===== config.mk =====
export PLATFORM = sky130hd
export DESIGN_NAME = regfile_wb_ctrl
export DESIGN_NICKNAME = d
export VERILOG_FILES = /design/src/rtl/regfile_wb_ctrl.sv
export SDC_FILE = /design/constraint.sdc
export NUM_CORES = 1
export LEC_CHECK = 0
export CAP_MARGIN = 15
export CORE_ASPECT_RATIO = 2
export CORE_UTILIZATION = 50
export CTS_BUF_LIST = sky130_fd_sc_hd__clkbuf_8
export CTS_CLUSTER_SIZE = 10
export DETAILED_ROUTE_END_ITERATION = 8
export GPL_TIMING_DRIVEN = 0
export PLACE_DENSITY = 0.92
export SYNTH_ARGS = -nofsm -noshare
export SYNTH_HDL_FRONTEND = slang
export SYNTH_SLANG_ARGS = --single-unit

===== constraint.sdc =====
create_clock -name CLK -period 3.5 [get_ports CLK]
set_input_delay 0.7 -clock CLK [delete_from_list [all_inputs] [get_ports CLK]]
set_output_delay 0.7 -clock CLK [all_outputs]
set_load 0.05 [all_outputs]

===== src/rtl/regfile_wb_ctrl.sv =====
// regfile_wb_ctrl: write-side controller for the 2R/1W register file.
//   Queues write-back requests in order, issues at most one PORT_C write per cycle
//   and (with RF_WB_BYPASS_EN defined) forwards pending/in-flight write data onto
//   the registered read results of ports A and B.
// Latency: accept at end of cycle n -> PORT_C_WE in cycle n+2 (empty queue, no hold).
// Backpressure: WB_READY drops when the queue holds DEPTH entries or RST is high;
//   WR_HOLD stalls issue without dropping requests.
// Ports:
//   CLK/RST            clock, synchronous active-high reset
//   WB_*               write-back request (valid/ready, address, data)
//   WR_HOLD            stall issue to PORT_C
//   PORT_C_*           register file write port
//   RD_x_ADDRESS       read addresses presented to the register file this cycle
//   RAM_x_OUT          register file read data (one cycle after the address)
//   OPERAND_x          read data corrected for pending writes
//   FWD_x_HIT          OPERAND_x came from the forwarding path
//   WB_EMPTY           nothing queued and nothing in flight
// Optional: define RF_WB_BYPASS_EN to build the forwarding comparators.
module regfile_wb_ctrl #(
  parameter int WIDTH  = 3,
  parameter int AWIDTH = 2,
  parameter int DEPTH  = 4
) (
  input  logic              CLK,
  input  logic              RST,
  input  logic              WB_VALID,
  output logic              WB_READY,
  input  logic [AWIDTH-1:0] WB_ADDRESS,
  input  logic [WIDTH-1:0]  WB_DATA,
  input  logic              WR_HOLD,
  output logic [AWIDTH-1:0] PORT_C_ADDRESS,
  output logic [WIDTH-1:0]  PORT_C_DATA,
  output logic              PORT_C_WE,
  input  logic [AWIDTH-1:0] RD_A_ADDRESS,
  input  logic [AWIDTH-1:0] RD_B_ADDRESS,
  input  logic [WIDTH-1:0]  RAM_A_OUT,
  input  logic [WIDTH-1:0]  RAM_B_OUT,
  output logic [WIDTH-1:0]  OPERAND_A,
  output logic [WIDTH-1:0]  OPERAND_B,
  output logic              FWD_A_HIT,
  output logic              FWD_B_HIT,
  output logic              WB_EMPTY
);

  localparam int PW = $clog2(DEPTH);
  localparam logic [PW:0] FULL = (PW+1)'(DEPTH);

  logic [AWIDTH-1:0] q_addr [DEPTH];
  logic [WIDTH-1:0]  q_data [DEPTH];
  logic [PW-1:0]     rd_ptr;
  logic [PW-1:0]     wr_ptr;
  logic [PW:0]       count;

  logic push;
  logic pop;

  // Ready looks at occupancy only; a pop in the same cycle does not open a slot.
  assign WB_READY = !RST && (count != FULL);
  assign push     = WB_VALID && WB_READY;
  assign pop      = (count != '0) && !WR_HOLD;
  assign WB_EMPTY = (count == '0) && !PORT_C_WE;

  // Queue storage needs no reset: entries are only read while counted valid.
  always_ff @(posedge CLK) begin
    if (push) begin
      q_addr[wr_ptr] <= WB_ADDRESS;
      q_data[wr_ptr] <= WB_DATA;
    end
  end

  always_ff @(posedge CLK) begin
    if (RST) begin
      rd_ptr         <= '0;
      wr_ptr         <= '0;
      count          <= '0;
      PORT_C_WE      <= 1'b0;
      PORT_C_ADDRESS <= '0;
      PORT_C_DATA    <= '0;
    end else begin
      if (push) wr_ptr <= wr_ptr + 1'b1;
      if (pop)  rd_ptr <= rd_ptr + 1'b1;
      case ({push, pop})
        2'b10:   count <= count + 1'b1;
        2'b01:   count <= count - 1'b1;
        default: count <= count;
      endcase
      PORT_C_WE <= pop;
      if (pop) begin
        PORT_C_ADDRESS <= q_addr[rd_ptr];
        PORT_C_DATA    <= q_data[rd_ptr];
      end
    end
  end

`ifdef RF_WB_BYPASS_EN
  logic             hit_a_d, hit_b_d;
  logic [WIDTH-1:0] dat_a_d, dat_b_d;
  logic             hit_a_q, hit_b_q;
  logic [WIDTH-1:0] dat_a_q, dat_b_q;
  logic [PW-1:0]    idx;

  // Sources are applied lowest priority first so later matches override:
  // in-flight PORT_C write, then queue entries oldest to youngest, then the
  // request being accepted this cycle.
  always_comb begin
    hit_a_d = 1'b0;
    hit_b_d = 1'b0;
    dat_a_d = '0;
    dat_b_d = '0;
    idx     = '0;
    if (PORT_C_WE && (PORT_C_ADDRESS == RD_A_ADDRESS)) begin
      hit_a_d = 1'b1;
      dat_a_d = PORT_C_DATA;
    end
    if (PORT_C_WE && (PORT_C_ADDRESS == RD_B_ADDRESS)) begin
      hit_b_d = 1'b1;
      dat_b_d = PORT_C_DATA;
    end
    for (int i = 0; i < DEPTH; i++) begin
      idx = rd_ptr + PW'(i);
      if (((PW+1)'(i) < count) && (q_addr[idx] == RD_A_ADDRESS)) begin
        hit_a_d = 1'b1;
        dat_a_d = q_data[idx];
      end
      if (((PW+1)'(i) < count) && (q_addr[idx] == RD_B_ADDRESS)) begin
        hit_b_d = 1'b1;
        dat_b_d = q_data[idx];
      end
    end
    if (push && (WB_ADDRESS == RD_A_ADDRESS)) begin
      hit_a_d = 1'b1;
      dat_a_d = WB_DATA;
    end
    if (push && (WB_ADDRESS == RD_B_ADDRESS)) begin
      hit_b_d = 1'b1;
      dat_b_d = WB_DATA;
    end
  end

  // Select registered alongside the register file's own read register so the
  // output mux lines up with RAM_x_OUT in the following cycle.
  always_ff @(posedge CLK) begin
    if (RST) begin
      hit_a_q <= 1'b0;
      hit_b_q <= 1'b0;
      dat_a_q <= '0;
      dat_b_q <= '0;
    end else begin
      hit_a_q <= hit_a_d;
      hit_b_q <= hit_b_d;
      dat_a_q <= dat_a_d;
      dat_b_q <= dat_b_d;
    end
  end

  assign OPERAND_A = hit_a_q ? dat_a_q : RAM_A_OUT;
  assign OPERAND_B = hit_b_q ? dat_b_q : RAM_B_OUT;
  assign FWD_A_HIT = hit_a_q;
  assign FWD_B_HIT = hit_b_q;
`else
  // Without forwarding the read addresses are not needed here.
  logic unused_rd_addr;
  assign unused_rd_addr = ^{RD_A_ADDRESS, RD_B_ADDRESS};

  assign OPERAND_A = RAM_A_OUT;
  assign OPERAND_B = RAM_B_OUT;
  assign FWD_A_HIT = 1'b0;
  assign FWD_B_HIT = 1'b0;
`endif

endmodule

# Word-level counts from Yosys, hierarchy flattened

Memory sizes are Yosys's and may differ from the RTL's. A register that Yosys moved wholly into a read port is not among the register bits.
Index checks and enable logic that the tools add are counted.

Bits in registers: 8
RAM bits: 20
Bits of input ports: 19
Output and inout port bits: 16
Logic and storage cells: 26
Memories: 2

Add/subtract/negate cells: 4
Eq/ne operators: 3
Multiplexer cells: 3
Reductions and logical operators: 10

Memories:

| name   | depth | width | read ports | clocked after memory_dff | write ports | line | source |
|---|---|---|---|---|---|---|---|
| q_data | 4     | 3     | 1          | 1                        | 1           | 49   | `logic [WIDTH-1:0] q_data [DEPTH];` |
| q_addr | 4     | 2     | 1          | 1                        | 1           | 48   | `logic [AWIDTH-1:0] q_addr [DEPTH];` |

Operators by type and width:

| kind                  | number |
|---|---|
| $pmux W3 S2           | 1 |
| $add A2 B1 Y2 const B | 2 |
| $logic_and A1 B1 Y1   | 4 |
| $add A3 B1 Y3 const B | 1 |
| $logic_not A1 Y1      | 3 |
| $logic_not A3 Y1      | 1 |
| $ne A3 B3 Y1 const B  | 1 |
| $reduce_bool A3 Y1    | 1 |
| $sub A3 B1 Y3 const B | 1 |
| $eq A2 B1 Y1 const B  | 1 |
| $eq A2 B2 Y1 const B  | 1 |
| $mux W1               | 2 |
| $reduce_bool A2 Y1    | 1 |

# Depth between registers and ports, before layout

Gate-level depths: netlist (run 1).

Depth after elaboration: 5
Gate-level depth with buffers: 9
Mapped depth without buffers: 9

# Worst setup path before layout (run 1)

No wires, ideal clock.

Path type: input port to output port
From: input port RST
To: output port WB_READY
Data arrival time: 1555 ps
Required time: 2800 ps
Path slack: 1245 ps
Cell stages on the path: 2
Path buffers: 1
Cell sequence: clkbuf_1 -> nor2_1

Cells in the longest elaborated chain, start to end: 2

Ends and longest elaborated chain:

| item                | line | source |
|---|---|---|
| start, declared     | 25   | `input logic RST,` |
| $logic_not A1 Y1    | 58   | `assign WB_READY = !RST && (count != FULL);` |
| $logic_and A1 B1 Y1 | 58   |  |
| end, declared       | 27   | `output logic WB_READY,` |

Every way passes these cells.

# Worst setup path in the final report (run 1)

Ends and elaborated chain as after synthesis.

==> flow_summary.yaml, run 1 <==
critical_path:
  reg2reg_from: "count[2]"
  rrSetupSlack_ps: 1190
  startpoint_type: "primary input"
  crit_family: "buffers and inverters"
  crit_buf_inv: 3
  arrival_ps: 2550
  critPathRequiredTime_ps: 2800
  path_cells: "clkdlybuf4s50_1, clkbuf_1, nor2_1, clkdlybuf4s50_1"
  ff2ff_path_depth: 9
  path_common_cell: "clkdlybuf4s50_1"
  worst-setup-path-type: "primary input to output pin"
  end_kind: "output pin"
  r2r_end: "count[2]"
  critPathMaxStageDelay_ps: 710
  worst-path-max-fanout: 10
  slowest_stage: "clkdlybuf4s50_1"
logic_synthesis:
  syn-mean-instance-area_sq_um: 13.03
  synth-async-reset-ratio_pct: 0
  synth-edff-count: 20
  ys_seq_area_share_pct: 59.01
  synth_top_area_cell: "edfxtp_1"
  yosys_warnings: 0
  synth_commonest_cells: "20 x edfxtp_1, 13 x dfxtp_1, 9 x buf_4"
  synth_ff_type: "edfxtp_1"
  synth_top_area_share_pct: 41.17
  synth_most_common_cell: "edfxtp_1"
  synthDistinctLibCells: 27
  synth_area_leaders: "edfxtp_1 41%, dfxtp_1 18%, mux4_2 7.7%"
  syn-cell-area_sq_mm: 0.001459
  postSynthCellCount: 112
  synth_seq_cells: 33
power_and_ir_drop:
  p_clk_share_pct: 21.5
  switchingPower_uw: 478.9
  p_leak_nw: 0.6459
  internal-power_uw: 798.8
  sw_frac_of_total_pct: 37.48
  ir_worst_vdd_mv: 0.4585
  power_frac_seq_pct: 39.4
  power_density_mw_per_mm2: 711.6
  p_comb_share_pct: 39.1
floorplan:
  coreArea_sq_mm: 0.002770
  die_h_microns: 78.39
  initial_core_util_pct: 52.66
  die-area_sq_mm: 0.003151
  pin_count: 35
  rows: 27
  die_w_microns: 40.20
cts:
  cts_root_buf: "clkbuf_8"
  cts_setup_buffers: 0
  holdBufCountCts: 0
  clock_latency_ps: 290
  cts_resized: 0
  numCtsBuffers: 5
  cts_tree: "built"
  clkSinkCount: 33
  clk_pin_slew_worst_paths_ps: 70
  h-tree-depth: 2
  cts_buffer_depth: 2
placement:
  port_buffers: 21
  gp_congestion: 0.6617
  place_area_sq_mm: 0.001709
  dpl.hpwl_microns: 2055
grt:
  grt_usage_pct: 20.54
  grt_pass1_vias: 958
  antenna_found_initial: 0
  grt_max_degree: 12
  grt_pass1_wl_microns: 4146
  gr-total-overflow: 0
job:
  maxCapViolations: 0
detailed_routing:
  wl_per_cell_microns: 15.18
  drtAntennaViolNets: 0
  drt_first_pass_iters: 4
  via_per_inst: 5.421
  vias: 927
  first_iter_violations: 27
  routed_wl_microns: 2595
  post-route-drc-count: 0
finish:
  finish.instance_area_sq_mm: 0.001795
  seq_area_sq_um: 860.8
  drive_above_1_share_pct: 19.01
  synthToLayoutAreaGrowth_pct: 23.07
  fillers: 213
  final_nets: 166
  n_antenna_cell: 0
  multi_input_area_sq_um: 480.5
sta:
  fin_tns_setup_ps: 0
  rsz0062_at_grt: "false"
  hold_viol: 0
  fin_crit_sh_pct: 92.92
  setup_violations: 0
  slew_viol_final: 0
  relSlewSlack_pct: 66.37
  tightest_slew_ps: 502.9
  fin_crit_ps: 3252
  fin_worst_skew_ps: 7.389
  clock.fmax_mhz: 307.5
hold_path:
  hold_depth: 2
  holdPathEnd: "PORT_C_DATA[1]"
  holdCritStartpoint: "PORT_C_DATA[1]"
  hp-class: "flop to flop"
run_status:
  status: "finished clean"
[worst reg2reg max path: cells and delay by family (launching register included)]
| kind | cells | cell delay (ps) |
|---|---|---|
| and+or+nand+nor | 3 | 800 |
| adders and majority gates | 2 | 550 |
| DFF | 1 | 400 |
| xor gates and xnor gates | 1 | 170 |
| AOI/OAI and AO/OA | 1 | 160 |
| buffers and inverters | 2 | 140 |
[flip-flops by register name, summed over array words and instances (netlist names)]
signal,count
rd_ptr,2
PORT_C_DATA,3
q_data,12
count,3
PORT_C_WE,1
wr_ptr,2
PORT_C_ADDRESS,2
q_addr,8
[worst max path at each step]
stage / from / endpoint / slack [ps] / cells past startpoint
after floorplan: RST / WB_READY / 1250 / 2
after global placement: RST / WB_READY / 270 / 4
after detailed placement: RST / WB_READY / 250 / 4
after CTS: RST / WB_READY / 240 / 4
after global routing: RST / WB_READY / 200 / 4
final: RST / WB_READY / 250 / 4
[cell type report]
type / count / area share (%)
Buffer: 13 / 5.087
Clock buffer: 5 / 3.833
Clock inverter: 3 / 0.9756
Inverter: 8 / 1.672
Multi-Input combinational cell: 59 / 26.76
Sequential cell: 33 / 47.94
Tap cell: 29 / 2.021
Timing Repair Buffer: 21 / 11.71
[metal layers]
metal,global-route usage [%],vias up,share of wire [%]
met5,0,-,0
met4,12.00,0,3.5
met3,5.932,9,5.0
met2,36.45,30,61
met1,18.07,442,30
li1,-,446,-
[power groups by stage]
stage | Sequential, mW | Combinational (mW) | Clock (mW)
2_1_floorplan | 0.561 | 0.311 | 0
3_3_place_gp | 0.505 | 0.476 | 0
3_5_place_dp | 0.513 | 0.501 | 0
4_1_cts | 0.504 | 0.502 | 0.283
5_1_grt | 0.510 | 0.542 | 0.297
6_report | 0.504 | 0.499 | 0.275
[layout by cell type (no fill, tap or decap), types with 3 or more instances in the layout]
| cell type | n |
|---|---|
| dfxtp_1 | 13 |
| or3_1 | 3 |
| a21oi_1 | 8 |
| ha_1 | 5 |
| clkbuf_8 | 5 |
| clkdlybuf4s50_1 | 21 |
| nor2_1 | 8 |
| inv_1 | 8 |
| nand3_1 | 5 |
| buf_4 | 9 |
| mux4_2 | 5 |
| and2_1 | 4 |
| o21ai_0 | 7 |
| edfxtp_1 | 20 |
[kinds of logic after synthesis]
family          count (synthesis)  synth area share, %
compound gates                 17                6.775
xor+xnor                        2                1.201
fa+ha+maj                       6                5.660
buf+inv                        21                8.319
flops                          33                59.01
mux                             7                9.177
other cells                     1               0.2570
simple gates                   25                9.605
[per-stage QoR]
step                      hold WS [ps]  setup slack, ps  util, %  total power [mW]  instances
after floorplan                  475.0             1245        -            0.8724        113
after global placement           461.9            265.4    61.70            0.9808        163
after detailed placement         485.6            247.2    61.70             1.014        163
after CTS                        498.5            240.3    64.81             1.289        171
after global routing             518.3            195.8    64.81             1.349        171
final                            493.3            247.8    64.81             1.278        171
Power figures use the tool's default switching activity.
==> inputs of run 2 (changes only) <==
--- a/config.mk
+++ b/config.mk
@@ -7,6 +7,7 @@
 export LEC_CHECK = 0
 export CAP_MARGIN = 15
 export CORE_ASPECT_RATIO = 2
+export CORE_MARGIN = 2
 export CORE_UTILIZATION = 50
 export CTS_BUF_LIST = sky130_fd_sc_hd__clkbuf_8
 export CTS_CLUSTER_SIZE = 10
==> run 2 against run 1 <==
Effect of this change: clock skew down 0.52 ps; total power up 1.3%; core utilization is 0.18 points higher; fmax fell by 0.75%; die area is 7.7% higher; final area rose by 0.28%; critical path depth stayed put; non-clock buffer count is the same; sequential cell count unchanged; critical path type unchanged; largest cell class unchanged.
==> flow_summary.yaml, run 2 (synthesized netlist as in run 1, its figures left out) <==
grt:
  globalRouteMet1Util_pct: 14.33
  gr-total-overflow: 0
  grt_max_degree: 13
  busiest_layer: "met2"
  grt_pass1_wl_microns: 4195
  grtUsageMet3_pct: 4.944
  use_met2_pct: 34.15
  antenna_found_initial: 0
  grt_usage_pct: 17.11
  grt_pass1_vias: 959
detailed_routing:
  post-route-drc-count: 0
  drt_first_pass_iters: 4
  first_iter_violations: 18
  drtAntennaViolNets: 0
  routed_wl_microns: 2557
  vias: 920
  via_per_inst: 5.380
  wl_per_cell_microns: 14.95
placement:
  dpl.hpwl_microns: 1997
  dp.cells: 163
  place_area_sq_mm: 0.001709
  place_ws_ps: 247.6
  gp_congestion: 0.7332
  port_buffers: 21
critical_path:
  r2r_end: "count[2]"
  rrSetupSlack_ps: 1270
  arrival_ps: 2580
  startpoint_type: "primary input"
  end_kind: "output pin"
  worst-path-max-fanout: 10
  critPathRequiredTime_ps: 2800
  slowest_stage: "clkdlybuf4s50_1"
  path_common_cell: "clkdlybuf4s50_1"
  worst-setup-path-type: "primary input to output pin"
  ff2ff_path_depth: 9
  critPathMaxStageDelay_ps: 710
  reg2reg_from: "count[2]"
  path_cells: "clkdlybuf4s50_1, clkbuf_1, nor2_1, clkdlybuf4s50_1"
finish:
  largest_reg_flops: 12
  fin_util_pct: 65.00
  final_common_cell: "clkdlybuf4s50_1"
  top_regs: "q_data x12, q_addr x8"
  final_cell_mix: "21 x clkdlybuf4s50_1, 20 x edfxtp_1, 13 x dfxtp_1"
  final_nets: 166
  drive_above_1_share_pct: 19.01
  final-instance-count-excl-fill: 171
  finish.instance_area_sq_mm: 0.001800
  synthToLayoutAreaGrowth_pct: 23.41
  n_antenna_cell: 0
  largest-register: "q_data"
sta:
  tightest_slew_ps: 530.5
  clock.fmax_mhz: 305.2
  worst_slack_ps: 223.4
  fin_crit_ps: 3277
  holdWs_ps: 480.4
  slew_viol_final: 0
  fin_worst_skew_ps: 6.874
  relSlewSlack_pct: 64.44
  hold_viol: 0
  fin_tns_setup_ps: 0
  rsz0062_at_grt: "false"
  setup_violations: 0
  fin_crit_sh_pct: 93.62
power_and_ir_drop:
  ir_worst_vdd_mv: 0.4457
  p_total_mw: 1.294
  p_leak_nw: 0.6384
  power_density_mw_per_mm2: 718.8
cts:
  cts_buffer_depth: 2
  cts_setup_buffers: 0
  holdBufCountCts: 0
  numCtsBuffers: 5
  h-tree-depth: 2
  clk_pin_slew_worst_paths_ps: 70
  cts_tree: "built"
  cts_root_buf: "clkbuf_8"
  clkSinkCount: 33
  cts_resized: 0
  clock_latency_ps: 290
floorplan:
  initial_core_util_pct: 52.66
  die-area_sq_mm: 0.003392
  die_w_microns: 42.20
  die_h_microns: 80.39
  rows: 27
  coreArea_sq_mm: 0.002770
  pin_count: 35
hold_path:
  holdCritStartpoint: "PORT_C_DATA[0]"
  holdPathEnd: "PORT_C_DATA[0]"
  hp-class: "flop to flop"
  hold_depth: 2
job:
  maxCapViolations: 0
run_status:
  status: "finished clean"
run 2: cell count changes in the layout (fill, tap and decap cells not counted), sizes merged:
cell      before  now
clkinv         2    0
clkinvlp       1    3
run 2: power breakdown:
part           total [mW]  switching [mW]  internal (mW)
Clock               0.288           0.149          0.139
Combinational       0.503           0.308          0.196
Sequential          0.502          0.0355          0.467
run 2: area by class of cell:
cell class              count  area [sq um]
clock inverters             3         22.52
clock buffers               5         68.82
flip-flops and latches     33         860.8
multi-input cells          59         480.5
plain buffers              13         91.34
well taps                  29         36.28
inverters                   8         30.03
fillers                   225         969.7
repair buffers             21         210.2
run 2: worst max path at each step:
stage / from / end / slack (ps) / cells past startpoint
detailed placement: RST / WB_READY / 250 / 4
finish: RST / WB_READY / 220 / 4
global placement: RST / WB_READY / 290 / 4
global route: RST / WB_READY / 160 / 4
floorplan: RST / WB_READY / 1250 / 2
CTS: RST / WB_READY / 250 / 4
run 2: routing by layer:
metal | up-vias | share of wire, %
li1 | 443 | -
met1 | 444 | 32
met2 | 27 | 62
met3 | 6 | 4.5
met4 | 0 | 2.0
met5 | - | 0
run 2: worst max-delay path: cells and delay by family:
family	cells	cell delay, ps
simple gates	1	100
buf+inv	3	1770
==> inputs of run 3 (changes only) <==
--- a/config.mk
+++ b/config.mk
@@ -5,6 +5,7 @@
 export SDC_FILE = /design/constraint.sdc
 export NUM_CORES = 1
 export LEC_CHECK = 0
+export ABC_CLOCK_PERIOD_IN_PS = 3500
 export CAP_MARGIN = 15
 export CORE_ASPECT_RATIO = 2
 export CORE_MARGIN = 2
==> results of run 3 <==
Same layout as run 2: the final DEF is identical, and so are final timing and power.
